`src/rtl/mmu_port_arbiter_pkg.sv`:
```
// Shared types for the two-master MMU port arbiter: FSM states, master ids,
// access width codes and the latched request record.
package mmu_port_arbiter_pkg;

  typedef enum logic [1:0] {
    ST_IDLE  = 2'd0,
    ST_ISSUE = 2'd1,
    ST_RESP  = 2'd2
  } state_e;

  typedef enum logic {
    MASTER_0 = 1'b0,
    MASTER_1 = 1'b1
  } master_e;

  typedef enum logic [1:0] {
    WIDTH_BYTE = 2'b00,
    WIDTH_HALF = 2'b01,
    WIDTH_WORD = 2'b10
  } data_width_e;

  localparam int TIMEOUT_W = 16;

  typedef struct packed {
    logic        read_enable;
    logic        write_enable;
    logic        signed_read;
    data_width_e data_width;
    logic [31:0] address;
    logic [31:0] data_in;
  } mem_req_t;

  // A request with both enables set is a write; the read is dropped.
  function automatic mem_req_t make_req(input logic rd, input logic wr, input logic sgn,
                                        input logic [1:0] width, input logic [31:0] addr,
                                        input logic [31:0] din);
    mem_req_t r;
    r.read_enable  = rd & ~wr;
    r.write_enable = wr;
    r.signed_read  = sgn;
    r.data_width   = data_width_e'(width);
    r.address      = addr;
    r.data_in      = din;
    return r;
  endfunction

endpackage

```
`src/rtl/mmu_port_arbiter_if.sv`:
```
// Memory request port: requester drives the request fields, responder returns data,
// a one-cycle ready pulse and (towards the CPU masters) an error flag.
interface mmu_port_arbiter_if;
  logic        read_enable;
  logic        write_enable;
  logic        mem_signed_read;
  logic [1:0]  mem_data_width;
  logic [31:0] address;
  logic [31:0] data_in;
  logic [31:0] data_out;
  logic        mem_ready;
  logic        error;

  modport master (
    output read_enable, write_enable, mem_signed_read, mem_data_width, address, data_in,
    input  data_out, mem_ready, error
  );

  modport slave (
    input  read_enable, write_enable, mem_signed_read, mem_data_width, address, data_in,
    output data_out, mem_ready, error
  );

  // The MMU itself has no error output, so the arbiter's downstream port omits it.
  modport mmu_master (
    output read_enable, write_enable, mem_signed_read, mem_data_width, address, data_in,
    input  data_out, mem_ready
  );
endinterface

```
`src/rtl/mmu_port_arbiter_arb2_pick.sv`:
```
// Combinational two-way picker: a lone requester wins; on a tie either round-robin
// against the previous grant or fixed priority to master 0.
module mmu_port_arbiter_arb2_pick
  import mmu_port_arbiter_pkg::*;
#(
  parameter int RR_ENABLE = 1
) (
  input  logic [1:0] req_i,
  input  master_e    last_grant_i,
  output master_e    grant_o
);

  always_comb begin
    grant_o = MASTER_0;
    case (req_i)
      2'b10:   grant_o = MASTER_1;
      2'b11:   if ((RR_ENABLE != 0) && (last_grant_i == MASTER_0)) grant_o = MASTER_1;
      default: grant_o = MASTER_0;
    endcase
  end

endmodule

```
`src/rtl/mmu_port_arbiter.sv`:
```
// Shares one MMU port between instruction fetch (m0) and load/store (m1): latch the
// winner's request, hold it on the MMU until ready or timeout, then pulse ready back.
module mmu_port_arbiter
  import mmu_port_arbiter_pkg::*;
#(
  parameter int RR_ENABLE      = 1,
  parameter int TIMEOUT_CYCLES = 0
) (
  input  logic                     clk,
  input  logic                     reset,
  mmu_port_arbiter_if.slave        m0,
  mmu_port_arbiter_if.slave        m1,
  mmu_port_arbiter_if.mmu_master   mmu,
  output logic                     timeout_sticky
);

  localparam logic [TIMEOUT_W-1:0] TIMEOUT_LIMIT = TIMEOUT_W'(TIMEOUT_CYCLES);

  state_e                 state_q, state_d;
  master_e                last_grant_q, last_grant_d, grantId;
  mem_req_t               req_q, req_d, req0, req1;
  logic [31:0]            rdata_q, rdata_d;
  logic                   err_q, err_d;
  logic                   sticky_q, sticky_d;
  logic [TIMEOUT_W-1:0]   tmo_cnt_q, tmo_cnt_d;
  logic [1:0]             reqVec;
  logic                   tmoHit;

  assign req0   = make_req(m0.read_enable, m0.write_enable, m0.mem_signed_read,
                           m0.mem_data_width, m0.address, m0.data_in);
  assign req1   = make_req(m1.read_enable, m1.write_enable, m1.mem_signed_read,
                           m1.mem_data_width, m1.address, m1.data_in);
  assign reqVec = {m1.read_enable | m1.write_enable, m0.read_enable | m0.write_enable};
  assign tmoHit = (TIMEOUT_CYCLES != 0) && (tmo_cnt_q == TIMEOUT_LIMIT - TIMEOUT_W'(1));
  assign timeout_sticky = sticky_q;

  mmu_port_arbiter_arb2_pick #(.RR_ENABLE(RR_ENABLE)) u_pick (
    .req_i        (reqVec),
    .last_grant_i (last_grant_q),
    .grant_o      (grantId)
  );

  always_ff @(posedge clk or posedge reset) begin
    if (reset) state_q <= ST_IDLE;
    else       state_q <= state_d;
  end

  always_comb begin
    state_d = state_q;
    case (state_q)
      ST_IDLE:  if (|reqVec) state_d = ST_ISSUE;
      ST_ISSUE: if (mmu.mem_ready || tmoHit) state_d = ST_RESP;
      ST_RESP:  state_d = ST_IDLE;
      default:  state_d = ST_IDLE;
    endcase
  end

  // A ready arriving on the same cycle the timeout limit is reached completes normally.
  always_comb begin
    req_d        = req_q;
    last_grant_d = last_grant_q;
    rdata_d      = rdata_q;
    err_d        = err_q;
    sticky_d     = sticky_q;
    tmo_cnt_d    = tmo_cnt_q;
    case (state_q)
      ST_IDLE: begin
        if (|reqVec) begin
          req_d        = (grantId == MASTER_1) ? req1 : req0;
          last_grant_d = grantId;
          rdata_d      = '0;
          err_d        = 1'b0;
          tmo_cnt_d    = '0;
        end
      end
      ST_ISSUE: begin
        if (mmu.mem_ready) begin
          rdata_d = mmu.data_out;
        end else if (tmoHit) begin
          rdata_d  = '0;
          err_d    = 1'b1;
          sticky_d = 1'b1;
        end else begin
          tmo_cnt_d = tmo_cnt_q + TIMEOUT_W'(1);
        end
      end
      default: ;
    endcase
  end

  always_ff @(posedge clk or posedge reset) begin
    if (reset) begin
      req_q        <= '0;
      last_grant_q <= MASTER_1;
      rdata_q      <= '0;
      err_q        <= 1'b0;
      sticky_q     <= 1'b0;
      tmo_cnt_q    <= '0;
    end else begin
      req_q        <= req_d;
      last_grant_q <= last_grant_d;
      rdata_q      <= rdata_d;
      err_q        <= err_d;
      sticky_q     <= sticky_d;
      tmo_cnt_q    <= tmo_cnt_d;
    end
  end

  // Outputs decode from the registered state, so an async reset clears them at once.
  always_comb begin
    mmu.read_enable     = 1'b0;
    mmu.write_enable    = 1'b0;
    mmu.mem_signed_read = 1'b0;
    mmu.mem_data_width  = 2'b00;
    mmu.address         = '0;
    mmu.data_in         = '0;
    m0.mem_ready        = 1'b0;
    m0.data_out         = '0;
    m0.error            = 1'b0;
    m1.mem_ready        = 1'b0;
    m1.data_out         = '0;
    m1.error            = 1'b0;
    if (state_q == ST_ISSUE) begin
      mmu.read_enable     = req_q.read_enable;
      mmu.write_enable    = req_q.write_enable;
      mmu.mem_signed_read = req_q.signed_read;
      mmu.mem_data_width  = req_q.data_width;
      mmu.address         = req_q.address;
      mmu.data_in         = req_q.data_in;
    end
    if (state_q == ST_RESP) begin
      if (last_grant_q == MASTER_0) begin
        m0.mem_ready = 1'b1;
        m0.data_out  = rdata_q;
        m0.error     = err_q;
      end else begin
        m1.mem_ready = 1'b1;
        m1.data_out  = rdata_q;
        m1.error     = err_q;
      end
    end
  end

endmodule

```
`src/flat_wrapper.sv`:
```
// flat-port wrapper written by rule: the top's interface ports become plain ports
module mmu_port_arbiter_flat import mmu_port_arbiter_pkg::*;
#(
  parameter int RR_ENABLE      = 1,
  parameter int TIMEOUT_CYCLES = 0
)
  (clk, reset, timeout_sticky, m0_read_enable, m0_write_enable, m0_mem_signed_read, m0_mem_data_width, m0_address, m0_data_in, m0_data_out, m0_mem_ready, m0_error, m1_read_enable, m1_write_enable, m1_mem_signed_read, m1_mem_data_width, m1_address, m1_data_in, m1_data_out, m1_mem_ready, m1_error, mmu_read_enable, mmu_write_enable, mmu_mem_signed_read, mmu_mem_data_width, mmu_address, mmu_data_in, mmu_data_out, mmu_mem_ready);
  mmu_port_arbiter_if m0_i ();
  mmu_port_arbiter_if m1_i ();
  mmu_port_arbiter_if mmu_i ();
  input  logic clk;
  input  logic reset;
  output logic timeout_sticky;
  input wire logic [$bits(m0_i.read_enable)-1:0] m0_read_enable;
  input wire logic [$bits(m0_i.write_enable)-1:0] m0_write_enable;
  input wire logic [$bits(m0_i.mem_signed_read)-1:0] m0_mem_signed_read;
  input wire logic [$bits(m0_i.mem_data_width)-1:0] m0_mem_data_width;
  input wire logic [$bits(m0_i.address)-1:0] m0_address;
  input wire logic [$bits(m0_i.data_in)-1:0] m0_data_in;
  output wire logic [$bits(m0_i.data_out)-1:0] m0_data_out;
  output wire logic [$bits(m0_i.mem_ready)-1:0] m0_mem_ready;
  output wire logic [$bits(m0_i.error)-1:0] m0_error;
  input wire logic [$bits(m1_i.read_enable)-1:0] m1_read_enable;
  input wire logic [$bits(m1_i.write_enable)-1:0] m1_write_enable;
  input wire logic [$bits(m1_i.mem_signed_read)-1:0] m1_mem_signed_read;
  input wire logic [$bits(m1_i.mem_data_width)-1:0] m1_mem_data_width;
  input wire logic [$bits(m1_i.address)-1:0] m1_address;
  input wire logic [$bits(m1_i.data_in)-1:0] m1_data_in;
  output wire logic [$bits(m1_i.data_out)-1:0] m1_data_out;
  output wire logic [$bits(m1_i.mem_ready)-1:0] m1_mem_ready;
  output wire logic [$bits(m1_i.error)-1:0] m1_error;
  output wire logic [$bits(mmu_i.read_enable)-1:0] mmu_read_enable;
  output wire logic [$bits(mmu_i.write_enable)-1:0] mmu_write_enable;
  output wire logic [$bits(mmu_i.mem_signed_read)-1:0] mmu_mem_signed_read;
  output wire logic [$bits(mmu_i.mem_data_width)-1:0] mmu_mem_data_width;
  output wire logic [$bits(mmu_i.address)-1:0] mmu_address;
  output wire logic [$bits(mmu_i.data_in)-1:0] mmu_data_in;
  input wire logic [$bits(mmu_i.data_out)-1:0] mmu_data_out;
  input wire logic [$bits(mmu_i.mem_ready)-1:0] mmu_mem_ready;
  assign m0_i.read_enable = m0_read_enable;
  assign m0_i.write_enable = m0_write_enable;
  assign m0_i.mem_signed_read = m0_mem_signed_read;
  assign m0_i.mem_data_width = m0_mem_data_width;
  assign m0_i.address = m0_address;
  assign m0_i.data_in = m0_data_in;
  assign m0_data_out = m0_i.data_out;
  assign m0_mem_ready = m0_i.mem_ready;
  assign m0_error = m0_i.error;
  assign m1_i.read_enable = m1_read_enable;
  assign m1_i.write_enable = m1_write_enable;
  assign m1_i.mem_signed_read = m1_mem_signed_read;
  assign m1_i.mem_data_width = m1_mem_data_width;
  assign m1_i.address = m1_address;
  assign m1_i.data_in = m1_data_in;
  assign m1_data_out = m1_i.data_out;
  assign m1_mem_ready = m1_i.mem_ready;
  assign m1_error = m1_i.error;
  assign mmu_read_enable = mmu_i.read_enable;
  assign mmu_write_enable = mmu_i.write_enable;
  assign mmu_mem_signed_read = mmu_i.mem_signed_read;
  assign mmu_mem_data_width = mmu_i.mem_data_width;
  assign mmu_address = mmu_i.address;
  assign mmu_data_in = mmu_i.data_in;
  assign mmu_i.data_out = mmu_data_out;
  assign mmu_i.mem_ready = mmu_mem_ready;
  mmu_port_arbiter #(.RR_ENABLE(RR_ENABLE), .TIMEOUT_CYCLES(TIMEOUT_CYCLES)) u_core (.clk(clk), .reset(reset), .m0(m0_i), .m1(m1_i), .mmu(mmu_i), .timeout_sticky(timeout_sticky));
endmodule
```
`config.mk`:
```
export PLATFORM = sky130hd
export DESIGN_NAME = mmu_port_arbiter_flat
export DESIGN_NICKNAME = d
export VERILOG_FILES = /design/src/rtl/mmu_port_arbiter_pkg.sv /design/src/rtl/mmu_port_arbiter_if.sv /design/src/rtl/mmu_port_arbiter_arb2_pick.sv /design/src/rtl/mmu_port_arbiter.sv /design/src/flat_wrapper.sv
export SDC_FILE = /design/constraint.sdc
export NUM_CORES = 1
export LEC_CHECK = 0
export ABC_AREA = 1
export CAP_MARGIN = 20
export CORE_ASPECT_RATIO = 1.2
export CORE_MARGIN = 2
export CORE_UTILIZATION = 37
export CTS_CLUSTER_DIAMETER = 100
export DETAILED_ROUTE_END_ITERATION = 6
export PLACE_DENSITY = 0.88
export SLEW_MARGIN = 20
export SYNTH_ARGS = -nofsm -noshare
export SYNTH_HDL_FRONTEND = slang
export SYNTH_SLANG_ARGS = --single-unit
```
`constraint.sdc`:
```
create_clock -name clk -period 3.3 [get_ports clk]
set_input_delay 0.66 -clock clk [delete_from_list [all_inputs] [get_ports clk]]
set_output_delay 0.66 -clock clk [all_outputs]
set_load 0.05 [all_outputs]
```
Yosys cells after proc, flatten, opt, wreduce, memory -nomap -nowiden. Cells that the tools add are included.

Flip-flop bits (word level): 104. Input port bits: 173. Word-level logic and storage cells: 49. Output and inout port bits: 138.

Bitwise gates (word level): 6. Equal/unequal tests: 6. Mux-type cells: 22. Reductions and logical operators: 6.

Operators by type and width (count): 32-bit 2-to-1 mux (8); 69-bit 2-to-1 mux (1); 32-bit case mux with 2 select lines (1); 1-bit 2-to-1 mux (7); 2-bit == test (second input constant) (3); 2-bit 2-to-1 mux (3); 2-bit case mux with 2 select lines (1); 2-bit AND reduction (2); 3-bit AND reduction (1); 1-bit bitwise AND (2); 2-bit by 1-bit == test with 1-bit output (second input constant) (1); 2-bit zero test (1); 2-bit by 1-bit inequality test with 1-bit output (second input constant) (1); 2-bit inequality test (second input constant) (1); 1-bit NOT (2); 1-bit bitwise OR (2); 1-bit case mux with 2 select lines (1); 2-bit nonzero test (1); 2-bit OR reduction (1).

Depth between registers and ports, before layout. Gate-level depths: netlist (run 1).

Word-level depth: 4. Gate-level depth with buffers: 8. Depth with buffers taken out: 7.

Cells and area by module. A second synthesis (run 1) with hierarchy kept.

Cell total of the unflattened synthesis: 935. Area, all modules: 5984.5 µm².

Modules (own cells, without submodules): mmu_port_arbiter (times used 1, seq. area each 2603.7 µm², cells each 933, area an instance 5972.0 µm²); mmu_port_arbiter_arb2_pick (times used 1, seq. area each 0.0 µm², cells each 2, area an instance 12.5 µm²).

Least setup slack after synthesis (run 1). Ideal clock, no wire load.

Kind: reg-to-output. Start point: register u_core.last_grant_q. End point: output port m1_data_out[10]. Data arrival time: 2.378 ns. Stages on the path, launching flop included: 6. Slack: 0.262 ns. Path buffers: 1. Cells stage by stage: dfstp_2 inv_1 nor2_1 inv_1 clkbuf_1 nor2_1.

Word-level cells in the longest chain between the ends: 2.

RTL lines: from (decl) (line mmu_port_arbiter.sv:20) `master_e last_grant_q, last_grant_d, grantId;`; from (signal assigned) (line mmu_port_arbiter.sv:101) `last_grant_q <= last_grant_d;`; 32-bit 2-to-1 mux (line mmu_port_arbiter.sv:132) `if (last_grant_q == MASTER_0) begin`; 32-bit 2-to-1 mux (line mmu_port_arbiter.sv:131) `if (state_q == ST_RESP) begin`; to (decl) (line flat_wrapper.sv:29) `output wire logic [$bits(m1_i.data_out)-1:0] m1_data_out;`.

No other way between the ends.

Worst setup path in the final report (run 1).
Start point: register u_core.last_grant_q. End point: output port m1_data_out[9].

The elaborated chain is that of the path after synthesis.

==> results.md, run 1 <==
- CTS tree: yes
- PD cells: about 920 nW/µm²
- Number of H-tree levels: 3
- Slew Limit Headroom: between 30% and 40%
- Mean routed wirelength per cell: between 10 and 15 µm
- Final hold viol count: 0
- Final hold slack: 0.477 ns
- Initial antenna violation count: 1
- Crit Path Max Fanout: 32
- Routed Antenna Nets: 0
- CTS resizes: 0
- Flop2flop setup slack: 1.38 ns
- Slew Viols, Final: 0
- Seq/Total Area, Yosys: between 40% and 50%
- Remaining Overflow, GRT: 0
- RR Startpoint: u_core.state_q[1]$_DFFE_PP0P_
- F_max: 0.304 GHz
- Bufs on Longest Clock Path: 2
- Hold path depth: 2
- Setup Fix Bufs, Post-CTS: 0
- Yosys cell types: 19
- Worst endpoint data arrival time: ~2.6 ns
- Setup TNS: 0 ns
- Clock root cell: clkbuf_16
- Routed wire length: roughly 21000 µm
- Slowest CP cell: clkdlybuf4s50_1
- RSZ-0062 raised after global routing: true
- Crit end category: output pin
- Period minus WS final: between 3 and 4 ns
- Starting Density: around two fifths
- DRT Pass-1 Iters: 5
- Clock skew: roughly 0.012 ns
- Worst-margin pin slew: 1.01 ns
- Worst Reg-to-Reg Cells: 7
- Most frequent cells in the layout: nand2_1 (245), clkdlybuf4s50_1 (238), inv_1 (173)
- # port buffers: just over 300
- CP Data Required Time: about 2.6 ns
- Min-delay worst type: flop to flop
- Fraction of layout cells with a size suffix above 1: under 10%
- Gr usage total: roughly a quarter
- Hold wc startpoint: u_core.req_q[35]$_DFFE_PP0P_
- Leakage: between 5 and 6 nW
- CP Class: flop to output pin
- Clock Latency Late Sink: approximately 0.35 ns
- Final WS setup: 0.00961 ns
- CTS clk-pin slew, worst paths: around 0.070 ns
- Seq cells post-synth: approximately 100
- Initial DRC count: ~360
- Post-DP HPWL: roughly 15000 µm
- CP peak stage delay: 0.83 ns
- # diodes: 0
- Die Area: 17900 µm²
- R2R Path End: u_core.rdata_q[10]$_DFFE_PP0P_
- Hold buffers post-CTS: 0
- Ys Warns: 0
- Die X: around 120 µm
- Critical-path cell list: inv_1, nor2_1, inv_1, nor2_1, clkdlybuf4s50_1
- Final period util: roughly 100%
- Drt via density: roughly 4.7
- Mean post-synth cell area: 6.66 µm²
- Largest net degree at the start of global routing: around 110
- # Max-Cap Violations: 0
- Number of global-route vias before repair: 6625
- Post-route DRC: 0
- Final nets: roughly 1400
- Ports: roughly 310
- Startpoint types: flop
- Hold Path End: u_core.req_q[35]$_DFFE_PP0P_
- GP Congestion: 0.812
- Final Setup Violations: 0
- P&R area growth vs syn: 68.0%
- Core area: approximately 16000 µm²
- Std cell rows: 51
- Most common cell after layout, fill and taps aside: nand2_1
- Synthesized instance count: between 900 and 1000
- Pre-CTS WS: between 0.3 and 0.4 ns
- Status: complete, no violations
- Cell Area, Synth: 6220 µm²
- First-pass GRT wire length: about 33000 µm
- CTS buffer count: 9
- Vias post-DR: between 6000 and 7000
- Peak supply drop: 0.597 mV
- CTS sink count: ~100
- Die Ht: 146 µm
routing by layer:
layer	track usage, %	vias to the layer above	share of wire [%]
li1	-	3319	-
met1	24.9	3098	37
met2	41.8	275	51
met3	6.72	49	8.0
met4	10.3	0	3.6
met5	0	-	0
final cells by class:
class,instances,area (µm²)
fill,1354,5880
timing repair buffer,319,3900
multi-input combinational,592,2670
sequential,104,2600
inverter,177,671
tap,212,265
clock buffer,10,229
clock inverter,6,108
power breakdown:
group          switching (W)  internal [W]
clock network       0.000491      0.000740
registers           0.000309       0.00186
logic                0.00381       0.00240
total                0.00461       0.00501
worst max-delay path: cells and delay by family (launching register included):
kind | cells | cell delay (ns)
buf+inv | 3 | 1.32
simple gates | 2 | 0.39
flops | 1 | 0.58
registers in the layout, indices dropped and copies added, names as in the netlist:
register,cells
u_core.rdata_q,32
u_core.req_q,69
u_core.last_grant_q,1
u_core.state_q,2
cell usage after synthesis (all sizes together):
library cell / instances / area (µm²)
nand2: 248 / 938
inv: 177 / 664
nor2: 139 / 529
nand3: 132 / 661
dfrtp: 103 / 2580
nand3b: 67 / 503
clkbuf: 33 / 124
buf: 31 / 178
o21ai: 3 / 18.8
conb: 1 / 3.75
dfstp: 1 / 26.3
how the worst max path moves through the flow:
| stage | startpoint | endpoint | cells past startpoint |
|---|---|---|---|
| detailed placement | u_core.last_grant_q$_DFFE_PP1P_ | m0_data_out[13] | 4 |
| finish | u_core.last_grant_q$_DFFE_PP1P_ | m1_data_out[9] | 5 |
| CTS | u_core.last_grant_q$_DFFE_PP1P_ | m0_data_out[13] | 4 |
| global placement | m0_write_enable | u_core.req_q[13]$_DFFE_PP0P_ | 7 |
| floorplan | u_core.last_grant_q$_DFFE_PP1P_ | m1_data_out[10] | 5 |
| global route | u_core.last_grant_q$_DFFE_PP1P_ | m1_data_out[17] | 5 |
metrics by stage:
stage	cell area (µm²)	cells	power (W)	util, %
floorplan	6230	937	0.00573	-
global placement	10100	1404	0.00830	61.9
detailed placement	10100	1404	0.00845	61.9
CTS	10500	1420	0.00971	64.0
global route	10500	1420	0.0102	64.0
finish	10500	1420	0.00961	64.0
cells by family (layout without fill, tap and decap cells):
| logic type | Yosys count | after routing | share of synthesized area, % |
|---|---|---|---|
| AOI/OAI and AO/OA | 3 | 3 | 0.301 |
| buffers and inverters | 241 | 512 | 15.5 |
| DFF | 104 | 104 | 41.8 |
| other | 1 | 3 | 0.0603 |
| and+or+nand+nor | 586 | 586 | 42.3 |
timing repair:
item / 4_1_cts / 5_1_grt
endpoints found under the setup margin: 1 / 63
gates cloned: 0 / 0
endpoints found under the hold margin: 0 / 0
Note: power is estimated with default switching activity, not from simulation.
==> run 2: changes to the inputs <==
--- a/config.mk
+++ b/config.mk
@@ -10,8 +10,9 @@
 export CORE_ASPECT_RATIO = 1.2
 export CORE_MARGIN = 2
 export CORE_UTILIZATION = 37
-export CTS_CLUSTER_DIAMETER = 100
+export CTS_CLUSTER_DIAMETER = 200
 export DETAILED_ROUTE_END_ITERATION = 6
+export GPL_TIMING_DRIVEN = 0
 export PLACE_DENSITY = 0.88
 export SLEW_MARGIN = 20
 export SYNTH_ARGS = -nofsm -noshare
==> run 2 against run 1 <==
Against the previous run: clock skew decreased by 0.0069 ns; sequential share of layout area increased by 1.4 points; largest cell class unchanged; flip-flop and latch count unchanged; die area unchanged; register-to-register slack improved by 0.22 ns; cell count increased by 3.7%; sequential power about the same; global-route usage increased by 0.46 points.
==> results.md, run 2 (synthesized netlist as in run 1, its figures left out) <==
- CP Class: flop to output pin (unchanged)
- Hold buffers post-CTS: 0 (unchanged)
- Top Registers: u_core.req_q x69, u_core.rdata_q x32, u_core.state_q x2 (unchanged)
- # Max-Cap Violations: 0 (unchanged)
- Most common cell after layout, fill and taps aside: clkdlybuf4s50_1 (was nand2_1)
- Drt via density: 4.63 (was 4.75)
- Final nets: 1431 (was 1376)
- M3 GR Usage: 6.52% (was 6.72%)
- Clock skew: 0.00465 ns (was 0.0116 ns)
- Initial antenna violation count: 0 (was 1)
- Setup TNS: 0 ns (unchanged)
- Remaining Overflow, GRT: 0 (unchanged)
- Post-route DRC: 0 (unchanged)
- Max reg flops: 69 (unchanged)
- Slew Limit Headroom: 57.9% (was 32.9%)
- Period minus WS final: 3.19 ns (was 3.29 ns)
- P&R area growth vs syn: 59.2% (was 68.0%)
- RR Startpoint: u_core.state_q[1]$_DFFE_PP0P_ (unchanged)
- Final period util: 96.6% (was 99.7%)
- Met2 Use GR: 42.9% (was 41.8%)
- Status: complete, no violations (unchanged)
- Slowest CP cell: clkdlybuf4s50_1 (unchanged)
- Setup Fix Bufs, Post-CTS: 0 (unchanged)
- DP Cell Count: 1459 (was 1404)
- Die Ht: 146 µm (unchanged)
- Worst-margin pin slew: 0.631 ns (was 1.01 ns)
- GR Util met1: 26.2% (was 24.9%)
- Hold Path End: u_core.req_q[60]$_DFFE_PP0P_ (was u_core.req_q[35]$_DFFE_PP0P_)
- Routed wire length: 21300 µm (was 20800 µm)
- Final Setup Violations: 0 (unchanged)
- CP Data Required Time: 2.64 ns (about the same)
- Worst endpoint data arrival time: 2.53 ns (was 2.63 ns)
- Most frequent cells in the layout: clkdlybuf4s50_1 (305), nand2_1 (245), inv_1 (173) (was nand2_1 (245), clkdlybuf4s50_1 (238), inv_1 (173))
- First-pass GRT wire length: 33300 µm (was 32900 µm)
- Initial DRC count: 343 (was 355)
- Routed Antenna Nets: 0 (unchanged)
- CP top delay family: buffers and inverters (unchanged)
- CTS sink count: 104 (unchanged)
- Die X: 122 µm (unchanged)
- Post-DP HPWL: 17000 µm (was 15100 µm)
- Gr usage total: 23.8% (was 23.3%)
- Peak supply drop: 0.610 mV (was 0.597 mV)
- Crit end category: output pin (unchanged)
- Worst Reg-to-Reg Cells: 6 (was 7)
- Slew Viols, Final: 0 (unchanged)
- DRT Pass-1 Iters: 6 (was 5)
- Leakage: 4.92 nW (was 5.17 nW)
- Fin cells: 1473 (was 1420)
- Startpoint types: flop (unchanged)
- CTS resizes: 1 (was 0)
- Critical-path cell list: nor2_4, inv_2, clkbuf_1, nor2_1, clkdlybuf4s50_1 (was inv_1, nor2_1, inv_1, nor2_1, clkdlybuf4s50_1)
- CP peak stage delay: 0.85 ns (was 0.83 ns)
- CTS clk-pin slew, worst paths: 0.07 ns (about the same)
- Number of global-route vias before repair: 6695 (was 6625)
- Clock root cell: clkbuf_16 (unchanged)
- Core area: 16300 µm² (unchanged)
- Die Area: 17900 µm² (unchanged)
- Ports: 311 (unchanged)
- Bufs on Longest Clock Path: 2 (unchanged)
- CTS buffer count: 9 (unchanged)
- Flop2flop setup slack: 1.60 ns (was 1.38 ns)
- RSZ-0062 raised after global routing: false (was true)
- WP depth: 5 (unchanged)
- Final hold viol count: 0 (unchanged)
- # port buffers: 307 (unchanged)
- Starting Density: 38.1% (unchanged)
- F_max: 0.314 GHz (was 0.304 GHz)
- Mean routed wirelength per cell: 14.4 µm (was 14.6 µm)
- Largest net degree at the start of global routing: 33 (was 105)
- Clock Latency Late Sink: 0.34 ns (was 0.35 ns)
- Number of H-tree levels: 3 (unchanged)
- CTS tree: yes (unchanged)
- # diodes: 0 (unchanged)
- GR peak layer: met2 (unchanged)
- Crit Path Max Fanout: 10 (was 32)
- GP Congestion: 0.876 (was 0.812)
- R2R Path End: u_core.req_q[68]$_DFFE_PP0P_ (was u_core.rdata_q[10]$_DFFE_PP0P_)
- PD cells: 863 nW/µm² (was 920 nW/µm²)
- Hold path depth: 2 (unchanged)
- Std cell rows: 51 (unchanged)
- Min-delay worst type: flop to flop (unchanged)
- Vias post-DR: 6817 (was 6741)
- Hold wc startpoint: u_core.req_q[60]$_DFFE_PP0P_ (was u_core.req_q[35]$_DFFE_PP0P_)
- Fraction of layout cells with a size suffix above 1: 4.20% (was 8.77%)
- Critical path buffer and inverter count: 3 (unchanged)
- Biggest register: u_core.req_q (unchanged)
run 2: cell type report:
class / instances / area [µm²]
Multi-Input combinational cell: 592 / 2660
Tap cell: 212 / 265
Fill cell: 1508 / 6420
Sequential cell: 104 / 2600
Timing Repair Buffer: 310 / 3130
Clock inverter: 4 / 47.5
Inverter: 177 / 668
Buffer: 64 / 302
Clock buffer: 10 / 229
run 2: metrics by stage:
stage	power, W	hold WS, ns	setup WS (ns)	cell area, µm²	util [%]
after global routing	0.00916	0.498	0.00319	9910	60.7
after floorplan	0.00573	0.449	0.262	6230	-
after global placement	0.00744	0.462	0.269	9570	58.6
after CTS	0.00862	0.483	0.0492	9910	60.7
after detailed placement	0.00756	0.466	0.363	9630	59.0
final	0.00856	0.479	0.111	9910	60.7
run 2: power by group:
part           total, W  internal [W]  switching, W
combinational   0.00534       0.00171       0.00363
clock           0.00104      0.000578      0.000461
sequential      0.00217       0.00187      0.000309
total           0.00856       0.00415       0.00440
run 2: worst register-to-register path: cells and delay by family, from the launching register on:
| family | cells | cell delay (ns) |
|---|---|---|
| AND/OR/NAND/NOR | 4 | 0.61 |
| buffers and inverters | 2 | 0.61 |
| flip-flops | 1 | 0.42 |
run 2: layer usage:
layer	part of all wire, %	wire [µm]
met1	38	8050
met2	52	11000
met3	7.6	1620
met4	3.0	633
met5	0	0
run 2: worst max path at each step:
stage | from | to | slack, ns
floorplan | u_core.last_grant_q$_DFFE_PP1P_ | m1_data_out[10] | 0.26
global placement | reset | u_core.req_q[19]$_DFFE_PP0P_ | 0.27
detailed placement | u_core.state_q[1]$_DFFE_PP0P_ | mmu_address[1] | 0.36
CTS | u_core.state_q[1]$_DFFE_PP0P_ | mmu_write_enable | 0.05
global route | u_core.state_q[1]$_DFFE_PP0P_ | mmu_address[28] | 0.003
finish | u_core.state_q[1]$_DFFE_PP0P_ | mmu_mem_data_width[0] | 0.11
==> run 3: changes to the inputs <==
--- a/config.mk
+++ b/config.mk
@@ -9,12 +9,14 @@
 export CAP_MARGIN = 20
 export CORE_ASPECT_RATIO = 1.2
 export CORE_MARGIN = 2
-export CORE_UTILIZATION = 37
+export CORE_UTILIZATION = 36
 export CTS_CLUSTER_DIAMETER = 200
 export DETAILED_ROUTE_END_ITERATION = 6
 export GPL_TIMING_DRIVEN = 0
-export PLACE_DENSITY = 0.88
+export PLACE_DENSITY = 0.87
+export SKIP_CTS_REPAIR_TIMING = 1
 export SLEW_MARGIN = 20
 export SYNTH_ARGS = -nofsm -noshare
 export SYNTH_HDL_FRONTEND = slang
+export SYNTH_HIERARCHICAL = 1
 export SYNTH_SLANG_ARGS = --single-unit
==> run 3 against run 2 <==
Against the previous run: power down 2.9%; maximum frequency barely moved; via count decreased by 1.1%; flip-flop and latch count stayed put; clock-buffer cell count decreased by 1; setup slack improved by 0.0016 ns; critical path depth is the same; first-iteration DRC count grew 25%; sequential share of layout area increased by 0.52 points; largest power group unchanged.
==> results.md, run 3 <==
- Status: complete, no violations (unchanged)
- Setup TNS: 0 ns (unchanged)
- Std cell rows: 51 (unchanged)
- CP peak stage delay: 0.84 ns (was 0.85 ns)
- Min-delay worst type: flop to flop (unchanged)
- Startpoint types: flop (unchanged)
- Routed wire length: 20700 µm (was 21300 µm)
- Final Setup Violations: 0 (unchanged)
- Post-DP HPWL: 16300 µm (was 17000 µm)
- Peak supply drop: 0.479 mV (was 0.610 mV)
- Number of synthesized flops with an enable pin: 0 (unchanged)
- First-pass GRT wire length: 32400 µm (was 33300 µm)
- Final hold slack: 0.471 ns (was 0.479 ns)
- Post-route DRC: 0 (unchanged)
- # port buffers: 307 (unchanged)
- Largest net degree at the start of global routing: 34 (was 33)
- Seq/Total Area, Yosys: 43.5% (was 41.8%)
- GP Congestion: 0.848 (was 0.876)
- F_max: 0.314 GHz (about the same)
- DP Cell Count: 1459 (unchanged)
- CTS clk-pin slew, worst paths: 0.07 ns (about the same)
- P&R area growth vs syn: 62.4% (was 59.2%)
- Synth top area cells: dfrtp_1 (43%), nand2_1 (26%), nor2_1 (8.6%), nand3_1 (8.4%), inv_1 (6.8%) (was dfrtp_1 (41%), nand2_1 (15%), nand3_1 (11%), inv_1 (10%), nor2_1 (8.3%))
- Starting Density: 36.8% (was 38.1%)
- Post-synth top area share: 43.1% (was 41.4%)
- Yosys cell types: 19 (unchanged)
- Initial antenna violation count: 0 (unchanged)
- Max reg flops: 69 (unchanged)
- Mean routed wirelength per cell: 14.1 µm (was 14.4 µm)
- Bufs on Longest Clock Path: 2 (unchanged)
- Number of H-tree levels: 3 (unchanged)
- Slew Viols, Final: 0 (unchanged)
- Ports: 311 (unchanged)
- Worst-margin pin slew: 0.611 ns (was 0.631 ns)
- Seq cells post-synth: 104 (unchanged)
- Die Area: 17700 µm² (was 17900 µm²)
- Routed Antenna Nets: 0 (unchanged)
- Post-synth top area cell: dfrtp_1 (unchanged)
- # diodes: 0 (unchanged)
- Die Ht: 145 µm (was 146 µm)
- Cell Area, Synth: 5980 µm² (was 6220 µm²)
- Top-count cell post-synth: nand2_1 (unchanged)
- CP Class: flop to output pin (unchanged)
- Top Registers: u_core/req_q x69, u_core/rdata_q x32, u_core/state_q x2 (was u_core.req_q x69, u_core.rdata_q x32, u_core.state_q x2)
- CTS tree: yes (unchanged)
- Number of global-route vias before repair: 6487 (was 6695)
- Top cells by count, synth: nand2_1 (409), nor2_1 (137), inv_1 (109) (was nand2_1 (245), inv_1 (174), nor2_1 (138))
- PD cells: 854 nW/µm² (was 863 nW/µm²)
- Vias post-DR: 6742 (was 6817)
- Critical-path cell list: inv_2, nand2_1, clkbuf_1, nor2_1, clkdlybuf4s50_1 (was nor2_4, inv_2, clkbuf_1, nor2_1, clkdlybuf4s50_1)
- Crit Path Max Fanout: 10 (unchanged)
- Worst endpoint data arrival time: 2.53 ns (about the same)
- Final hold viol count: 0 (unchanged)
- Most used DFF post-synth: dfrtp_1 (unchanged)
- Clock Latency Late Sink: 0.35 ns (was 0.34 ns)
- # Max-Cap Violations: 0 (unchanged)
- Fraction of layout cells with a size suffix above 1: 5.70% (was 4.20%)
- Die X: 122 µm (about the same)
- Slew Limit Headroom: 59.2% (was 57.9%)
- Ys Warns: 6 (was 0)
- RSZ-0062 raised after global routing: false (unchanged)
- Biggest register: u_core/req_q (was u_core.req_q)
- Initial DRC count: 428 (was 343)
- DRT Pass-1 Iters: 5 (was 6)
- Leakage: 4.90 nW (was 4.92 nW)
- Mean post-synth cell area: 6.40 µm² (was 6.66 µm²)
- Crit end category: output pin (unchanged)
- Final nets: 1431 (unchanged)
- Most common cell after layout, fill and taps aside: nand2_1 (was clkdlybuf4s50_1)
- Period minus WS final: 3.19 ns (about the same)
- CTS buffer count: 9 (unchanged)
- Synthesized instance count: 935 (unchanged)
- Remaining Overflow, GRT: 0 (unchanged)
- Most frequent cells in the layout: nand2_1 (409), clkdlybuf4s50_1 (306), nor2_1 (137) (was clkdlybuf4s50_1 (305), nand2_1 (245), inv_1 (173))
- Slowest CP cell: clkdlybuf4s50_1 (unchanged)
- Final period util: 96.6% (about the same)
- Clock skew: 0.0109 ns (was 0.00465 ns)
- Post-synthesis async set-or-reset flop share: 100% (unchanged)
- Drt via density: 4.57 (was 4.63)
- Fin cells: 1475 (was 1473)
- Gr usage total: 23.3% (was 23.8%)
- CP Data Required Time: 2.64 ns (about the same)
- Core area: 16300 µm² (about the same)
- Clock root cell: clkbuf_16 (unchanged)
- CTS sink count: 104 (unchanged)
- Flop2flop setup slack: 1.58 ns (was 1.60 ns)
[run 3: cell count changes after synthesis, moves of 2 or more]
cell,delta
nand3b_1,-67
o21ai_1,+2
buf_2,+12
inv_1,-65
buf_6,+4
nand3_1,-31
nand2_1,+164
buf_1,-2
clkbuf_1,-16
[run 3: final cells by class]
| class | instances | area (µm²) |
|---|---|---|
| buffer | 62 | 339 |
| clock buffer | 9 | 225 |
| clock inverter | 7 | 96.3 |
| fill | 1485 | 6550 |
| inverter | 112 | 424 |
| multi-input combinational | 659 | 2630 |
| sequential | 104 | 2600 |
| tap | 212 | 265 |
| timing repair buffer | 310 | 3140 |
[run 3: power by group]
part	internal, W	leakage, nW	total [W]	switching, W
combinational	0.00162	3.44	0.00495	0.00333
sequential	0.00188	1.32	0.00221	0.000330
clock	0.000665	0.148	0.00115	0.000485
total	0.00416	4.90	0.00830	0.00415
[run 3: final timing paths]
path,startpoint,endpoint,depth (start not counted)
setup reg to reg,u_core/last_grant_q$_DFFE_PP1P_,u_core/req_q[0]$_DFFE_PP0P_,9
hold reg to reg,u_core/req_q[33]$_DFFE_PP0P_,u_core/req_q[33]$_DFFE_PP0P_,2
max in group asynchronous,reset,u_core/last_grant_q$_DFFE_PP1P_,4
setup / recovery,u_core/state_q[1]$_DFFE_PP0P_,mmu_data_in[31],5
hold / removal,u_core/req_q[33]$_DFFE_PP0P_,u_core/req_q[33]$_DFFE_PP0P_,2
min in group asynchronous,reset,u_core/rdata_q[16]$_DFFE_PP0P_,2
[run 3: kinds of logic (layout without fill, tap and decap cells)]
family | Yosys count | in the layout | synth area share (%)
AOI/OAI and AO/OA | 5 | 5 | 0.481
buffers and inverters | 174 | 500 | 12.7
DFF | 104 | 104 | 43.5
other | 1 | 3 | 0.0627
and+or+nand+nor | 651 | 651 | 43.3
[run 3: worst max-delay path, delay by kind of cell (launching register included)]
kind          cells  cell delay [ns]
buf+inv           3             1.30
simple gates      2             0.46
flops             1             0.41
[run 3: stage by stage]
step           power (W)  setup slack [ns]  util [%]  area [µm²]
5_1_grt          0.00888           0.00395      59.7        9720
4_1_cts          0.00836            0.0387      59.7        9720
6_report         0.00830             0.112      59.7        9720
3_3_place_gp     0.00706             0.311      57.4        9330
3_5_place_dp     0.00718             0.422      57.7        9390
2_1_floorplan    0.00550              1.14         -        6000
[run 3: metal layers]
layer / wire, µm / GRT usage, %
met3: 1480 / 5.58
met5: 0 / 0
met4: 514 / 9.08
met2: 10700 / 42.2
met1: 7980 / 25.9
==> variant, RTL diff (config.mk and constraints of run 2) <==
Take the reset off `rdata_q` and load it in a clocked block of its own.
--- a/src/rtl/mmu_port_arbiter.sv
+++ b/src/rtl/mmu_port_arbiter.sv
@@ -92,18 +92,20 @@
     if (reset) begin
       req_q        <= '0;
       last_grant_q <= MASTER_1;
-      rdata_q      <= '0;
       err_q        <= 1'b0;
       sticky_q     <= 1'b0;
       tmo_cnt_q    <= '0;
     end else begin
       req_q        <= req_d;
       last_grant_q <= last_grant_d;
-      rdata_q      <= rdata_d;
       err_q        <= err_d;
       sticky_q     <= sticky_d;
       tmo_cnt_q    <= tmo_cnt_d;
     end
+  end
+
+  always_ff @(posedge clk) begin
+    rdata_q <= rdata_d;
   end
 
   // Outputs decode from the registered state, so an async reset clears them at once.
Formal check against the unedited RTL: no difference found for any inputs over 10 cycles, from zero or initial values and one cycle with reset high; that may be too few to reach the edited logic, so the function may still have changed.
==> variant against run 2 <==
- total power up 3.5%
- synthesized area about the same
- wire length down 4.2%
- clock skew up 1.9 ps
- hold slack better by 0.86 ps
- sequential cell count unchanged
- worst setup slack better by 81 ps
- final area up 0.49%
==> variant: results (changes against run 2) <==
Run status
  • Run status: complete, no violations

Timing
  • Slew at the pin closest to its max-slew limit: 609 ps (-22.1 ps)
  • Worst clock skew on the final layout: 6.51 ps (+1.86 ps)
  • Post-route worst hold slack: 480 ps (+0.858 ps)

Setup path
  • Register-to-Register Path Depth: 7 (+1)
  • Reg2Reg Launch Point: u_core.last_grant_q$_DFFE_PP1P_
  • Register-to-Register Setup Slack: 1440 ps (-160 ps)
  • Signal arrival time at the worst endpoint: 2450 ps (-80 ps)
  • Critical register-to-register path endpoint: u_core.req_q[56]$_DFFE_PP0P_

Place
  • Setup WS pre-CTS: 399 ps (+35.8 ps)
  • Routability Congestion: 0.866 (-1.2%)
  • Post-detailed-placement half-perimeter wirelength: 16,000 um (-5.9%)

Hold path
  • Start point of the worst hold path: u_core.req_q[33]$_DFFE_PP0P_
  • Endpoint of the worst hold path: u_core.req_q[33]$_DFFE_PP0P_

Global route
  • Vias in the first global route: 6,624 (-1.1%)
  • First-pass GRT wire length: 32,700 um (-1.9%)
  • Overall track demand over capacity in global routing: 23.4% (-0.41 points)
  • Pin count of the biggest net entering global routing: 48 (+45%)

Power
  • Peak supply drop: 0.000479 V (-22%)
  • Static power due to leakage: 5.29 nW (+7.4%)

Yosys
  • Number of synthesized flops with an enable pin: 32 (+32)
  • Top post-synthesis cells by count: 274 x sky130_fd_sc_hd__inv_1, 217 x sky130_fd_sc_hd__nand2_1, 170 x sky130_fd_sc_hd__nor2_1, 136 x sky130_fd_sc_hd__nand3_1, 71 x sky130_fd_sc_hd__dfrtp_1
  • Synth top area cells: sky130_fd_sc_hd__dfrtp_1 29%, sky130_fd_sc_hd__inv_1 17%, sky130_fd_sc_hd__edfxtp_1 15%
  • Seq/Total Area, Yosys: 44.4% (+2.6 points)
  • Number of distinct library cells after synthesis: 17 (-2)
  • Async set or reset register ratio after synthesis: 69.2% (-31 points)

Cells and area
  • Number of nets in the final layout: 1,460 (+2.0%)
  • Fraction of final layout cells sized beyond drive strength 1: 3.87% (-0.33 points)

Detailed routing
  • First-pass iteration count of the detailed router: 5 (-1)
  • Routed via count: 6,655 (-2.4%)
  • Iter 0 DRT Violations: 314 (-8.5%)
  • Post-detailed-routing wire length: 20,400 um (-4.2%)
  • Count of unresolved DRC violations after routing: 0 (unchanged)

Clock network
  • Post-cts gate resize count: 0 (-1)
-- variant: cell types whose count changed in the layout (fill, tap and decap cells not counted), sizes merged, moves of 4 or more --
cell / delta
nand2: -30
dfrtp: -32
nand3b: -67
buf: -11
edfxtp: +32
nand3: +4
clkbuf: +4
inv: +101
nor2: +31
-- variant: worst max-delay path by stage --
stage                                               start                          endpoint  slack, ps  cells after the start
final                     u_core.last_grant_q$_DFFE_PP1P_                   m0_data_out[30]        190                      5
after floorplan                             mmu_mem_ready   u_core.rdata_q[0]$_SDFFCE_PN0P_        710                      2
after global routing        u_core.state_q[1]$_DFFE_PP0P_                   mmu_data_in[25]         60                      6
after CTS                   u_core.state_q[0]$_DFFE_PP0P_                   mmu_data_in[23]         10                      5
after detailed placement    u_core.state_q[0]$_DFFE_PP0P_                   mmu_data_in[23]        400                      5
after global placement                    m0_write_enable  u_core.rdata_q[30]$_SDFFCE_PN0P_       -460                      7
-- variant: power by group --
group / internal, mW / total, mW / switching (mW)
Sequential: 2.08 / 2.37 / 0.292
Combinational: 1.70 / 5.38 / 3.68
Clock: 0.637 / 1.10 / 0.467
Total: 4.41 / 8.86 / 4.44
-- variant: logic make-up after synthesis --
group	after synthesis	share of synthesized area (%)
other	1	0.0602
and+or+nand+nor	524	34.4
buffers and inverters	332	20.7
DFF	104	44.4
AOI/OAI and AO/OA	4	0.502
-- variant: worst max-delay path: stages (launching register included) --
cell and delay [ps]:
sky130_fd_sc_hd__dfstp_2 600, sky130_fd_sc_hd__inv_1 50, sky130_fd_sc_hd__nand2_1 210, sky130_fd_sc_hd__clkbuf_1 440, sky130_fd_sc_hd__nor2_1 100, sky130_fd_sc_hd__clkdlybuf4s50_1 720
-- variant: metal layers --
layer	global-route usage, %	vias up	part of all wire (%)
li1	-	3395	-
met1	25.6	2952	38
met2	43.0	253	52
met3	4.10	55	6.3
met4	10.5	0	3.8
met5	0	-	0
-- variant: area by class of cell --
type	count	area [um2]
fill	1476	6380
timing repair buffer	309	3130
sequential	104	2760
multi-input combinational	531	2190
inverter	276	1040
tap	212	265
buffer	56	259
clock buffer	12	258
clock inverter	4	51.3
-- variant: through the flow --
stage / area [um2] / std cells
2_1_floorplan: 6230 / 967
3_3_place_gp: 9570 / 1486
3_5_place_dp: 9640 / 1488
4_1_cts: 9950 / 1504
5_1_grt: 9960 / 1504
6_report: 9960 / 1504
